**src/rtl/riscy32_pkg.sv**
```systemverilog
// Shared encodings for the riscy32 multicycle core: FSM states, datapath
// select codes, ALU op constants and RV32I opcodes.
package riscy32_pkg;

  typedef enum logic [3:0] {
    S_FETCH    = 4'd0,
    S_DECODE   = 4'd1,
    S_MEMADR   = 4'd2,
    S_MEMREAD  = 4'd3,
    S_MEMWB    = 4'd4,
    S_MEMWRITE = 4'd5,
    S_EXECR    = 4'd6,
    S_EXECI    = 4'd7,
    S_EXECU    = 4'd8,
    S_ALUWB    = 4'd9,
    S_BEQ      = 4'd10,
    S_JAL      = 4'd11
  } state_t;

  localparam logic [3:0] ALU_ADD = 4'h0;
  localparam logic [3:0] ALU_BR  = 4'h8;

  localparam logic [1:0] SRCA_PC    = 2'b00;
  localparam logic [1:0] SRCA_OLDPC = 2'b01;
  localparam logic [1:0] SRCA_RS1   = 2'b10;
  localparam logic [1:0] SRCA_ZERO  = 2'b11;

  localparam logic [1:0] SRCB_RS2  = 2'b00;
  localparam logic [1:0] SRCB_IMM  = 2'b01;
  localparam logic [1:0] SRCB_FOUR = 2'b10;

  localparam logic [1:0] RES_ALUOUT    = 2'b00;
  localparam logic [1:0] RES_DATA      = 2'b01;
  localparam logic [1:0] RES_ALURESULT = 2'b10;

  localparam logic [2:0] IMM_I = 3'b000;
  localparam logic [2:0] IMM_S = 3'b001;
  localparam logic [2:0] IMM_B = 3'b010;
  localparam logic [2:0] IMM_J = 3'b011;
  localparam logic [2:0] IMM_U = 3'b100;

  localparam logic [6:0] OP_LOAD   = 7'b0000011;
  localparam logic [6:0] OP_STORE  = 7'b0100011;
  localparam logic [6:0] OP_RTYPE  = 7'b0110011;
  localparam logic [6:0] OP_ITYPE  = 7'b0010011;
  localparam logic [6:0] OP_LUI    = 7'b0110111;
  localparam logic [6:0] OP_BRANCH = 7'b1100011;
  localparam logic [6:0] OP_JAL    = 7'b1101111;

  function automatic logic [2:0] imm_src_of(input logic [6:0] op);
    case (op)
      OP_STORE:  return IMM_S;
      OP_BRANCH: return IMM_B;
      OP_JAL:    return IMM_J;
      OP_LUI:    return IMM_U;
      default:   return IMM_I;
    endcase
  endfunction

endpackage

```
**src/rtl/branch_unit.sv**
```systemverilog
// Branch condition resolution from registered ALU flags {N,Z,C,V}.
module branch_unit (
  input  logic [2:0] funct3,
  input  logic [3:0] flags,
  output logic       taken
);

  logic n, z, c, v;

  always_comb begin
    n = flags[3];
    z = flags[2];
    c = flags[1];
    v = flags[0];
    case (funct3)
      3'b000:  taken = z;
      3'b001:  taken = ~z;
      3'b100:  taken = n ^ v;
      3'b101:  taken = ~(n ^ v);
      3'b110:  taken = ~c;
      3'b111:  taken = c;
      default: taken = 1'b0;
    endcase
  end

endmodule

```
**src/rtl/multicycle_control_fsm.sv**
```systemverilog
// Multicycle RV32I sequencer: FETCH/DECODE/EXECUTE/MEM/WB control for the
// shared-ALU, unified-memory datapath with a memory ready handshake.
module multicycle_control_fsm
  import riscy32_pkg::*;
(
  input  logic       clk,
  input  logic       reset,
  input  logic [6:0] op,
  input  logic [2:0] funct3,
  input  logic       funct7,
  input  logic [3:0] flags,
  input  logic       MemReady,
  output logic       MemReq,
  output logic       MemWrite,
  output logic       AdrSrc,
  output logic       IRWrite,
  output logic       PCWrite,
  output logic       RegWrite,
  output logic [1:0] ALUSrcA,
  output logic [1:0] ALUSrcB,
  output logic [1:0] ResultSrc,
  output logic [2:0] ImmSrc,
  output logic [3:0] ALUControl,
  output logic       InstrDone,
  output logic       IllegalInstr
);

  state_t state, next_state;
  logic   taken;

  branch_unit u_branch (
    .funct3 (funct3),
    .flags  (flags),
    .taken  (taken)
  );

  always_ff @(posedge clk) begin
    if (reset) state <= S_FETCH;
    else       state <= next_state;
  end

  // Moore decode, except the MemReady-gated strobes and branch PCWrite,
  // which must react within the cycle to avoid an extra state per wait.
  always_comb begin
    next_state   = S_FETCH;
    MemReq       = 1'b0;
    MemWrite     = 1'b0;
    AdrSrc       = 1'b0;
    IRWrite      = 1'b0;
    PCWrite      = 1'b0;
    RegWrite     = 1'b0;
    ALUSrcA      = SRCA_PC;
    ALUSrcB      = SRCB_RS2;
    ResultSrc    = RES_ALUOUT;
    ALUControl   = ALU_ADD;
    InstrDone    = 1'b0;
    IllegalInstr = 1'b0;
    ImmSrc       = imm_src_of(op);

    case (state)
      S_FETCH: begin
        MemReq    = 1'b1;
        ALUSrcB   = SRCB_FOUR;
        ResultSrc = RES_ALURESULT;
        if (MemReady) begin
          IRWrite    = 1'b1;
          PCWrite    = 1'b1;
          next_state = S_DECODE;
        end else begin
          next_state = S_FETCH;
        end
      end
      S_DECODE: begin
        ALUSrcA = SRCA_OLDPC;
        ALUSrcB = SRCB_IMM;
        case (op)
          OP_LOAD, OP_STORE: next_state = S_MEMADR;
          OP_RTYPE:          next_state = S_EXECR;
          OP_ITYPE:          next_state = S_EXECI;
          OP_LUI:            next_state = S_EXECU;
          OP_BRANCH:         next_state = S_BEQ;
          OP_JAL:            next_state = S_JAL;
          default:           IllegalInstr = 1'b1;
        endcase
      end
      S_MEMADR: begin
        ALUSrcA    = SRCA_RS1;
        ALUSrcB    = SRCB_IMM;
        next_state = (op == OP_STORE) ? S_MEMWRITE : S_MEMREAD;
      end
      S_MEMREAD: begin
        MemReq     = 1'b1;
        AdrSrc     = 1'b1;
        next_state = MemReady ? S_MEMWB : S_MEMREAD;
      end
      S_MEMWB: begin
        ResultSrc = RES_DATA;
        RegWrite  = 1'b1;
        InstrDone = 1'b1;
      end
      S_MEMWRITE: begin
        MemReq   = 1'b1;
        MemWrite = 1'b1;
        AdrSrc   = 1'b1;
        if (MemReady) InstrDone = 1'b1;
        else          next_state = S_MEMWRITE;
      end
      S_EXECR: begin
        ALUSrcA    = SRCA_RS1;
        ALUSrcB    = SRCB_RS2;
        ALUControl = {funct7, funct3};
        next_state = S_ALUWB;
      end
      S_EXECI: begin
        ALUSrcA    = SRCA_RS1;
        ALUSrcB    = SRCB_IMM;
        ALUControl = {(funct3 == 3'b101) ? funct7 : 1'b0, funct3};
        next_state = S_ALUWB;
      end
      S_EXECU: begin
        ALUSrcA    = SRCA_ZERO;
        ALUSrcB    = SRCB_IMM;
        next_state = S_ALUWB;
      end
      S_ALUWB: begin
        RegWrite  = 1'b1;
        InstrDone = 1'b1;
      end
      S_BEQ: begin
        ALUSrcA    = SRCA_RS1;
        ALUSrcB    = SRCB_RS2;
        ALUControl = ALU_BR;
        PCWrite    = taken;
        InstrDone  = 1'b1;
      end
      S_JAL: begin
        ALUSrcA    = SRCA_OLDPC;
        ALUSrcB    = SRCB_FOUR;
        PCWrite    = 1'b1;
        next_state = S_ALUWB;
      end
      default: next_state = S_FETCH;
    endcase

    if (reset) begin
      MemReq       = 1'b0;
      MemWrite     = 1'b0;
      AdrSrc       = 1'b0;
      IRWrite      = 1'b0;
      PCWrite      = 1'b0;
      RegWrite     = 1'b0;
      ALUSrcA      = '0;
      ALUSrcB      = '0;
      ResultSrc    = '0;
      ImmSrc       = '0;
      ALUControl   = '0;
      InstrDone    = 1'b0;
      IllegalInstr = 1'b0;
    end
  end

endmodule

```
**config.mk**
```make
export PLATFORM = sky130hd
export DESIGN_NAME = multicycle_control_fsm
export DESIGN_NICKNAME = d
export VERILOG_FILES = /design/src/rtl/riscy32_pkg.sv /design/src/rtl/branch_unit.sv /design/src/rtl/multicycle_control_fsm.sv
export SDC_FILE = /design/constraint.sdc
export NUM_CORES = 1
export LEC_CHECK = 0
export CORE_ASPECT_RATIO = 1.75
export CORE_MARGIN = 4
export CORE_UTILIZATION = 32
export DETAILED_ROUTE_END_ITERATION = 8
export PLACE_DENSITY = 0.64
export SLEW_MARGIN = 20
export SYNTH_ARGS = -nofsm -noshare
export SYNTH_HDL_FRONTEND = slang
export SYNTH_SLANG_ARGS = --single-unit
```
**constraint.sdc**
```tcl
create_clock -name clk -period 1.8 [get_ports clk]
set_input_delay 0.36 -clock clk [delete_from_list [all_inputs] [get_ports clk]]
set_output_delay 0.36 -clock clk [all_outputs]
set_load 0.02 [all_outputs]
```
Word-level counts from Yosys, hierarchy flattened --
Cells that the tools add are included.
Storage, ports and cells: register bits 4, input port bits 18, output and inout port bits 21, word-level logic and storage cells 77
Operators by class: equality and inequality tests 23, multiplexer cells 36, bitwise logic cells 4, reductions and logical operators 13
Operator list (number):
- $pmux W4 S6 | 2
- $eq A7 B6 Y1 const B | 3
- $mux W1 | 18
- $eq A4 B3 Y1 const B | 4
- $eq A4 B4 Y1 const B | 4
- $eq A7 B7 Y1 const B | 2
- $eq A3 B3 Y1 const B | 4
- $mux W3 | 4
- $pmux W3 S4 | 1
- $pmux W4 S3 | 1
- $reduce_or A4 Y1 | 3
- $reduce_or A2 Y1 | 5
- $eq A4 B2 Y1 const B | 2
- $pmux W2 S2 | 2
- $eq A7 B2 Y1 const B | 1
- $eq A7 B5 Y1 const B | 1
- $reduce_or A7 Y1 | 1
- $mux W2 | 3
- $pmux W1 S6 | 1
- $pmux W2 S3 | 1
- $reduce_or A3 Y1 | 2
- $eq A4 B1 Y1 const B | 1
- $logic_not A4 Y1 | 1
- $mux W4 | 1
- 6 further kinds | 8

Logic depth before layout (Yosys ltp) --
depth after elaboration 5, mapped depth 5, depth with buffers taken out 4

Cells and area by module --
A second synthesis with hierarchy kept.
Unflattened totals: cells, all modules 122, area total of the unflattened synthesis 799.5 sq um
By module, submodules not included:
- multicycle_control_fsm | times used 1, cells each 112, area each 732.0 sq um, seq. area each 80.1 sq um
- branch_unit | times used 1, cells each 10, area each 67.6 sq um, seq. area each 0.0 sq um

Worst setup path after synthesis --
OpenSTA, ideal clock, no wires.
path kind flip-flop to output port, start point register state[0], end point output port ALUSrcA[1], data arrival time 1.569 ns, required time 1.440 ns, setup slack -0.129 ns, cell stages (with the launch flop) 5, path buffers 2, path through dfxtp_1 > buf_4 > buf_2 > nor2b_1 > a2111oi_1
Between the ends: longest elaborated chain between the ends 4, elaborated cells between the ends (all ways) 11, classes of those cells eq/ne: 7; mux: 2; reduce/logical: 2
RTL lines:
- start: declaration | line multicycle_control_fsm.sv:28 | state_t state, next_state;
- start signal: assignment | line multicycle_control_fsm.sv:39 | else state <= next_state;
- $eq A4 B3 Y1 (tied with other cells) | line multicycle_control_fsm.sv:60 | case (state)
- $reduce_or A4 Y1 (no source line) or $reduce_or A2 Y1 (tied branches)
- $pmux W2 S3 (*) | line multicycle_control_fsm.sv:60
- $mux W2 (*) | line multicycle_control_fsm.sv:145 | if (reset) begin
- end: declaration | line multicycle_control_fsm.sv:19 | output logic [1:0] ALUSrcA,
Every way passes the cells marked *; elsewhere a longest branch is shown, timed or not.

Worst setup path after layout --
start point register state[1], end point output port PCWrite
Between the ends: longest elaborated chain between the ends 3, elaborated cells between the ends (all ways) 5, classes of those cells eq/ne: 2; mux: 2; reduce/logical: 1
RTL lines:
- $eq A4 B4 Y1 or $logic_not A4 Y1 (tied branches) | line multicycle_control_fsm.sv:60
- $pmux W1 S3 (*) | line multicycle_control_fsm.sv:60
- $mux W1 (*) | line multicycle_control_fsm.sv:145
- end: declaration | line multicycle_control_fsm.sv:17 | output logic PCWrite,
Marked as above.

==> flow_metrics.tcl <==
set metrics [dict create \
    irDropWorstVdd_mv 0.226 \
    mostFrequentLayoutCell "buf_4" \
    grt_usage_pct 20.0 \
    p_per_area_nw_per_um2 337 \
    htree_levels 1 \
    grt_remaining_overflow 0 \
    num-nets-final 223 \
    ant_nets 0 \
    reg_top3 "state: 4 flops" \
    cts_tree "done" \
    layout-drive-gt1-share_pct 58.6 \
    cts_max_path_buffers 2 \
    endpoint_kind "output pin" \
    setup_viol 2 \
    drtIter0Drc 26 \
    reg2reg_depth 5 \
    reg2reg_slack_ps 330 \
    yosysSeqAreaShare_pct 9.17 \
    path_class "flop to output pin" \
    hold_depth 2 \
    rows 24 \
    worstPathRequired_ps 1440 \
    clock_skew_ps 0.0534 \
    cts.sinks 4 \
    ys.warnings.count 0 \
    drc 0 \
    hold_viol_final 0 \
    swShare_pct 32.9 \
    leakagePower_nw 0.792 \
    synth_ff_type "dfxtp_1" \
    hp-start "state[2]" \
    critical-path-slowest-cell "dfxtp_4" \
    syn_nets 133 \
    hold_end "state[3]" \
    power.total_uw 586 \
    min_period_ps 1870 \
    port_buffers 38 \
    routabilityCongestion 0.813 \
    violations "setup timing" \
    seqPwrFrac_pct 16.6 \
    relSlewSlack_pct 78.1 \
    synth_seq_cells 4 \
    netlist.top_cell.by_area "dfxtp_1" \
    synth_edf_count 0 \
    via_per_inst 5.65 \
    hold_path.class "flop to flop" \
    async_flop_share_pct 0 \
    grt_pass1_wl_um 5510 \
    synthTopCellsByArea "dfxtp_1, nor4b_4, and3_1" \
    syn-instance-count 115 \
    startpoint_type "flop" \
    reg2reg_from "state[3]" \
    wirelength_um 3690 \
    n_antenna_cell 0 \
    ioPinCount 39 \
    synth_cell_types 50 \
    drv_cap 0 \
    pre_cts_ws_ps -793 \
    area_growth_pct 99.4 \
    path_clk_slew_ps 30 \
    critPathMaxFanout 6 \
    cts_hold_buf 0 \
    design_area_um2 1740 \
    layout_setup_ws_ps -67.1 \
    top_register "state" \
    drt-wirelength-per-cell_um 16.1 \
    grt_max_degree 14 \
    pwr-share-clk_pct 32.4 \
    netSwitchingPower_uw 193 \
    period_share_pct 104 \
    num-fill-cells 225 \
    floorplan.initialDensity_pct 34.2 \
    rr_endpoint "state[3]" \
    largest_reg_flops 4 \
    p_int_uw 394 \
    cts-root-buf "clkbuf_8" \
    grt_pass1_vias 1338 \
    path_cells "buf_6, or3_4, o21a_1, o32ai_2, buf_4" \
    yosysTopAreaCellShare_pct 9.17 \
    drv_slew 0 \
    max_slew.worst_pin.slew_ps 326 \
    die-area_um2 3660 \
    cpLargestDelayFamily "flip-flops" \
    antenna_found_initial 0 \
    cp.depth 5 \
    max_stage_delay_ps 370 \
    crit_arrival_ps 1510 \
    fp.coreArea_um2 2550 \
    drt-pass1-iter-count 4 \
    vias 1294 \
    clkLatencyLatePin_ps 220 \
    mostFrequentLayoutCells "buf_4, dlygate4sd2_1, buf_2" \
    fp.dieH_um 77.1 \
    syn_avg_cell_area_um2 7.59 \
    place_area_um2 1610 \
    final_util_pct 68.2 \
    fmax_mhz 536 \
    hpwl_um 2860 \
    p_comb_share_pct 50.9 \
    die_width_um 47.5 \
    path_buf_inv 2 \
    status "finished, violations left" \
    synth_area_um2 873 \
    cts-buffers-inserted 3 \
    rsz0062_at_grt "yes" \
]
layer usage:
layer	vias up	GRT usage (%)	part of all wire (%)
li1	622	-	-
met1	604	17.4	32
met2	56	39.4	58
met3	12	2.58	5.8
met4	0	9.14	3.6
met5	-	0	0
per-stage QoR:
step	TNS, ps	cells	hold WS, ps
floorplan	0	115	524
global placement	-13860	220	684
detailed placement	-14100	220	688
CTS	-233	225	613
global route	-257	229	617
finish	-129	229	617
cell type report:
| cell class | count | area, µm² | share of cell area (%) |
|---|---|---|---|
| Clock buffer | 3 | 41.3 | 2.37 |
| Timing Repair Buffer | 94 | 723 | 41.5 |
| Tap cell | 26 | 32.5 | 1.87 |
| Multi-Input combinational cell | 101 | 846 | 48.6 |
| Sequential cell | 4 | 95.1 | 5.46 |
| Inverter | 1 | 3.75 | 0.216 |
kinds of logic after synthesis:
group           after synthesis  share of synthesized area, %
simple gates                 67                          51.7
compound gates               30                          25.8
buf+inv                      10                          8.45
xor+xnor                      4                          4.87
flops                         4                          9.17
synthesized netlist by cell type (4+ instances only):
library cell and count:
and3_1 7, nor2b_1 6, nand2_1 6, nor3b_1 5, nor3_1 5, dfxtp_1 4, nor2_1 7, a21oi_1 6
nand3_1 5
power groups by stage:
| stage | sequential, mW | combinational (mW) | clock (mW) |
|---|---|---|---|
| global placement | 0.103 | 0.279 | 0 |
| detailed placement | 0.103 | 0.287 | 0 |
| global route | 0.0982 | 0.320 | 0.205 |
| CTS | 0.0978 | 0.291 | 0.192 |
| finish | 0.0975 | 0.299 | 0.190 |
| floorplan | 0.0939 | 0.128 | 0 |
worst max path at each step:
| stage | from | endpoint | slack [ps] |
|---|---|---|---|
| floorplan | state[1] | MemWrite | 40 |
| global placement | op[2] | IllegalInstr | -770 |
| detailed placement | op[4] | IllegalInstr | -790 |
| CTS | state[3] | IllegalInstr | -60 |
| global route | state[1] | PCWrite | -120 |
| finish | state[1] | PCWrite | -70 |
what timing repair did:
action | in CTS | in global routing
pin swaps | 13 | 9
setup buffers | 2 | 4
gates resized for setup | 130 | 27
setup endpoints to repair | 23 | 17
tightest hold or removal path: cells and delay by family, from the launching register on:
kind                   cells  cell delay, ps
buffers and inverters      1             140
flip-flops                 1             370
AO/OA/AOI/OAI              1              60
No activity file was read; power rests on OpenSTA's default activity.
